## src/rtl/serial_logic_unit.sv

```systemverilog
// Chunk-serial bitwise logic unit: two WIDTH-bit operands, CHUNK bits per clock, LSB chunk first.
// Optional ripple-carry ADD on op 111 when SERIAL_LOGIC_UNIT_ADD_EN is defined (otherwise op 111 passes a).
module serial_logic_unit #(
  parameter int WIDTH = 16,
  parameter int CHUNK = 4
) (
  input  logic             clk,
  input  logic             rst,
  input  logic             start,
  input  logic [2:0]       op,
  input  logic [WIDTH-1:0] a,
  input  logic [WIDTH-1:0] b,
  output logic             busy,
  output logic             done,
  output logic [WIDTH-1:0] result,
  output logic             zero,
  output logic             carry,
  output logic [1:0]       dbg_state
);

  localparam int N  = (CHUNK > 0) ? WIDTH / CHUNK : 1;
  localparam int CW = (N > 1) ? $clog2(N) : 1;
  localparam logic [CW-1:0] LAST = CW'(N - 1);

  if (CHUNK < 1 || CHUNK > WIDTH || (WIDTH % ((CHUNK > 0) ? CHUNK : 1)) != 0) begin : g_bad_cfg
    $error("serial_logic_unit: WIDTH must be a multiple of CHUNK and 1 <= CHUNK <= WIDTH");
  end

  typedef enum logic [1:0] {
    S_IDLE = 2'd0,
    S_RUN  = 2'd1,
    S_DONE = 2'd2
  } state_t;

  localparam logic [2:0] OP_AND  = 3'b000;
  localparam logic [2:0] OP_OR   = 3'b001;
  localparam logic [2:0] OP_XOR  = 3'b010;
  localparam logic [2:0] OP_NAND = 3'b011;
  localparam logic [2:0] OP_NOR  = 3'b100;
  localparam logic [2:0] OP_XNOR = 3'b101;
  localparam logic [2:0] OP_NOT  = 3'b110;
  localparam logic [2:0] OP_ADD  = 3'b111;

  state_t           state_q, state_d;
  logic [CW-1:0]    count_q, count_d;
  logic [WIDTH-1:0] a_q, a_d, b_q, b_d;
  logic [2:0]       op_q, op_d;
  logic [WIDTH-1:0] work_q, work_d;
  logic [WIDTH-1:0] result_q, result_d;
  logic             zero_q, zero_d;
  logic             carry_q, carry_d;
  logic [CHUNK-1:0] a_c, b_c, chunk_res;
  logic             accept;
`ifdef SERIAL_LOGIC_UNIT_ADD_EN
  logic             carry_acc_q, carry_acc_d;
  logic [CHUNK:0]   sum;
`endif

  // Per-chunk datapath, always fed from the latched operands.
  always_comb begin
    a_c       = a_q[count_q*CHUNK +: CHUNK];
    b_c       = b_q[count_q*CHUNK +: CHUNK];
    chunk_res = '0;
`ifdef SERIAL_LOGIC_UNIT_ADD_EN
    sum = {1'b0, a_c} + {1'b0, b_c} + {{CHUNK{1'b0}}, carry_acc_q};
`endif
    case (op_q)
      OP_AND:  chunk_res = a_c & b_c;
      OP_OR:   chunk_res = a_c | b_c;
      OP_XOR:  chunk_res = a_c ^ b_c;
      OP_NAND: chunk_res = ~(a_c & b_c);
      OP_NOR:  chunk_res = ~(a_c | b_c);
      OP_XNOR: chunk_res = ~(a_c ^ b_c);
      OP_NOT:  chunk_res = ~a_c;
`ifdef SERIAL_LOGIC_UNIT_ADD_EN
      OP_ADD:  chunk_res = sum[CHUNK-1:0];
`else
      OP_ADD:  chunk_res = a_c;
`endif
      default: chunk_res = '0;
    endcase
  end

  always_comb begin
    state_d  = state_q;
    count_d  = count_q;
    a_d      = a_q;
    b_d      = b_q;
    op_d     = op_q;
    work_d   = work_q;
    result_d = result_q;
    zero_d   = zero_q;
    carry_d  = carry_q;
`ifdef SERIAL_LOGIC_UNIT_ADD_EN
    carry_acc_d = carry_acc_q;
`endif
    accept = 1'b0;

    case (state_q)
      S_IDLE: accept = start;
      S_RUN: begin
        work_d[count_q*CHUNK +: CHUNK] = chunk_res;
`ifdef SERIAL_LOGIC_UNIT_ADD_EN
        carry_acc_d = sum[CHUNK];
`endif
        if (count_q == LAST) begin
          // Publish the work register including the chunk finished this cycle.
          state_d  = S_DONE;
          result_d = work_d;
          zero_d   = (work_d == '0);
`ifdef SERIAL_LOGIC_UNIT_ADD_EN
          carry_d  = (op_q == OP_ADD) ? sum[CHUNK] : 1'b0;
`else
          carry_d  = 1'b0;
`endif
        end else begin
          count_d = count_q + 1'b1;
        end
      end
      S_DONE: begin
        accept  = start;
        state_d = S_IDLE;
      end
      default: state_d = S_IDLE;
    endcase

    if (accept) begin
      state_d = S_RUN;
      count_d = '0;
      a_d     = a;
      b_d     = b;
      op_d    = op;
`ifdef SERIAL_LOGIC_UNIT_ADD_EN
      carry_acc_d = 1'b0;
`endif
    end
  end

  always_ff @(posedge clk or posedge rst) begin
    if (rst) begin
      state_q  <= S_IDLE;
      count_q  <= '0;
      a_q      <= '0;
      b_q      <= '0;
      op_q     <= '0;
      work_q   <= '0;
      result_q <= '0;
      zero_q   <= 1'b0;
      carry_q  <= 1'b0;
`ifdef SERIAL_LOGIC_UNIT_ADD_EN
      carry_acc_q <= 1'b0;
`endif
    end else begin
      state_q  <= state_d;
      count_q  <= count_d;
      a_q      <= a_d;
      b_q      <= b_d;
      op_q     <= op_d;
      work_q   <= work_d;
      result_q <= result_d;
      zero_q   <= zero_d;
      carry_q  <= carry_d;
`ifdef SERIAL_LOGIC_UNIT_ADD_EN
      carry_acc_q <= carry_acc_d;
`endif
    end
  end

  assign busy      = (state_q == S_RUN);
  assign done      = (state_q == S_DONE);
  assign result    = result_q;
  assign zero      = zero_q;
  assign carry     = carry_q;
  assign dbg_state = state_q;

endmodule

```

## config.mk

```make
export PLATFORM = sky130hd
export DESIGN_NAME = serial_logic_unit
export DESIGN_NICKNAME = d
export VERILOG_FILES = /design/src/rtl/serial_logic_unit.sv
export SDC_FILE = /design/constraint.sdc
export NUM_CORES = 1
export LEC_CHECK = 0
export CAP_MARGIN = 20
export CORE_ASPECT_RATIO = 0.75
export CORE_UTILIZATION = 45
export DETAILED_ROUTE_END_ITERATION = 8
export DONT_BUFFER_PORTS = 1
export MAX_ROUTING_LAYER = met4
export PLACE_DENSITY = 0.72
export RECOVER_POWER = 25
export SYNTH_ARGS = -nofsm -noshare
export SYNTH_HDL_FRONTEND = slang
export SYNTH_SLANG_ARGS = --single-unit
```

## constraint.sdc

```tcl
create_clock -name clk -period 2.7 [get_ports clk]
set_input_delay 0.54 -clock clk [delete_from_list [all_inputs] [get_ports clk]]
set_output_delay 0.54 -clock clk [all_outputs]
set_load 0.02 [all_outputs]
```

==> impl_metrics.ini <==
[timing]
timing.final.crit_period_ps = 2880
worstMarginPinSlew_ps = 1070
postLayoutSetupSlackWorst_ps = -184
fin_setup_tns_ps = -617
setup_viol = 11
clock-skew-final_ps = 7.67
fmax_mhz = 347
slew_viol_final = 0
finalHoldViolCount = 0
period_share_pct = 107
slew_headroom_pct = 28.3
grt_setup_unrepaired = yes

[place]
place.gp.congestion = 0.894
hpwl_microns = 5340
place_area_sq_um = 3800
place_ws_ps = -304
io_buffers = 0

[yosys]
async_reset_ff_share_pct = 100
synth_most_common_cell = dfrtp_1
ys.flop_type = dfrtp_1
ys.warnings.count = 0
syn_inst = 312
yosysTopAreaCellShare_pct = 48.4
ys_types = 39
synth_top_area_cell = dfrtp_1
ys_seq_area_share_pct = 48.4
syn_avg_cell_area_sq_um = 11.3
synthTopCellsByCount = dfrtp_1 (68), mux2_2 (39), nand2_1 (36)
synth_edf_count = 0
synth_seq_cells = 68
synth_nets = 363
synth_area_sq_um = 3510
netlist_top_cells_area = dfrtp_1 (48%), mux2_2 (13%), ha_1 (4.6%)

[clocking]
clock_latency_ps = 360
cts_tree = built
cts_inserted_buffers = 9
clk_pin_slew_ps = 80
cts-root-buf = clkbuf_8
clockBufferDepth = 2
ctsHtreeMaxLevel = 3
holdBufCountCts = 0
clock_sinks = 68

[outcome]
violations = setup timing
status = complete, but fails checks

[floorplanning]
die_h_microns = 78.5
num_rows = 27
initial_core_util_pct = 47.3
dieArea_sq_um = 8170
ios = 60
die_x_microns = 104
core_sq_um = 7430

[worst_setup_path]
arrival_ps = 3130
setup.worst_path.start_class = flip-flop
cp-end-kind = flip-flop
cp_cell_sequence = buf_4 > mux4_2 > buf_4 > ha_2 > nor3b_2 > o21ai_2 > a31oi_4 > nand2_2 > o2bb2ai_1 > nor4_2 > a32o_1
path_max_fanout = 5
cp_top_family = compound AO/OA/AOI/OAI gates
path_buf_inv = 2
critPathMaxStageDelay_ps = 520
crit_slowest_cell = mux4_2
critical_path_class = flip-flop to flip-flop
crit_required_ps = 2950
path_common_cell = buf_4

[drt]
num_vias = 2619
finalWirelength_microns = 8480
drcViolationCount = 0
dr.pass1.iters = 5
ant_nets = 0
initialDrtViolationCount = 223
wl_per_cell_microns = 18.7
routed_via_density = 5.77

[global_routing]
grt_max_degree = 42
grt.overflow.total = 0
grt_pass1_vias = 2542
antenna_found_initial = 0
grt.total_usage_pct = 20.6
grt_pass1_wl_microns = 12700

[layout]
syn_to_final_growth_pct = 27.0
final_nets = 399
drive_gt1_share_pct = 46.5
antenna_cells = 0
final_area_sq_um = 4460

[run]
cap_violations = 0

[worst_hold_path]
min_path_type = primary input to async pin
## final timing paths
kind	from	end	slack [ps]	cells after the start
setup / recovery	count_q[0]	zero	-180	11
hold / removal	rst	result[4]	330	1
setup reg to reg	count_q[0]	zero	-180	11
hold reg to reg	a_q[15]	a_q[15]	510	1
max in group asynchronous	rst	count_q[0]	790	2
min in group clk	b[4]	b_q[4]	330	1
## cell families (layout without fill, tap and decap cells)
logic type	after synthesis	count (layout)	synth area share, %
other	1	1	0.107
DFF	68	68	48.4
adders and majority gates	13	13	4.63
AOI/OAI and AO/OA	60	60	11.6
buffers and inverters	37	78	4.49
and+or+nand+nor	81	81	11.2
muxes	47	47	18.3
xor gates and xnor gates	5	5	1.25
## state kept, by name (all words and copies together) (netlist names)
name / flops
zero: 1
result: 16
dbg_state: 2
count_q: 2
op_q: 3
b_q: 16
work_q: 12
a_q: 16
## cells in the final DEF, fill, tap and decap left out, drive strengths merged, types with 2 or more instances in the layout
master / synthesis / layout
nor2b: 7 / 7
nor3b: 8 / 8
o21bai: 4 / 4
buf: 11 / 41
a31oi: 4 / 4
ha: 13 / 13
nand4: 3 / 3
nand2: 38 / 38
a21o: 4 / 4
nor4: 7 / 7
nor2: 14 / 14
mux2: 39 / 39
xor2: 4 / 4
o2bb2ai: 6 / 6
clkinv: 2 / 4
inv: 18 / 21
o2111ai: 4 / 4
a32o: 2 / 2
a21oi: 8 / 8
mux4: 8 / 8
o21ai: 21 / 21
dfrtp: 68 / 68
clkbuf: 6 / 10
a32oi: 4 / 4
## what timing repair did
item,CTS,global route
setup buffers,9,4
gates cloned,0,0
resized for setup,29,60
setup endpoints to repair,18,28
pin swaps,19,28
## layer usage
layer / up-vias / wire length, microns / track usage (%) / part of all wire [%]
met5: - / 0 / - / 0
met4: 0 / 172 / 5.57 / 2.0
met3: 21 / 502 / 5.98 / 5.9
met2: 100 / 3890 / 29.9 / 46
met1: 1313 / 3920 / 28.3 / 46
li1: 1185 / - / - / -
## area by class of cell
type	instances	area (sq um)
well taps	101	126
flip-flops and latches	68	1700
inverters	20	75.1
multi-input cells	207	2010
fillers	569	2970
clock buffers	9	124
clock inverters	7	83.8
repair buffers	42	339
## through the flow
stage                     cells  util, %  hold WS [ps]
final                       454     60.0           328
after global routing        454     60.0           309
after CTS                   450     56.4           152
after detailed placement    426     51.2           468
after global placement      426     51.2           461
after floorplan             312        -           447
Power is left out: the tool's default activity adds up to more than one toggle a clock period on the data nets, which glitch-free logic cannot reach.
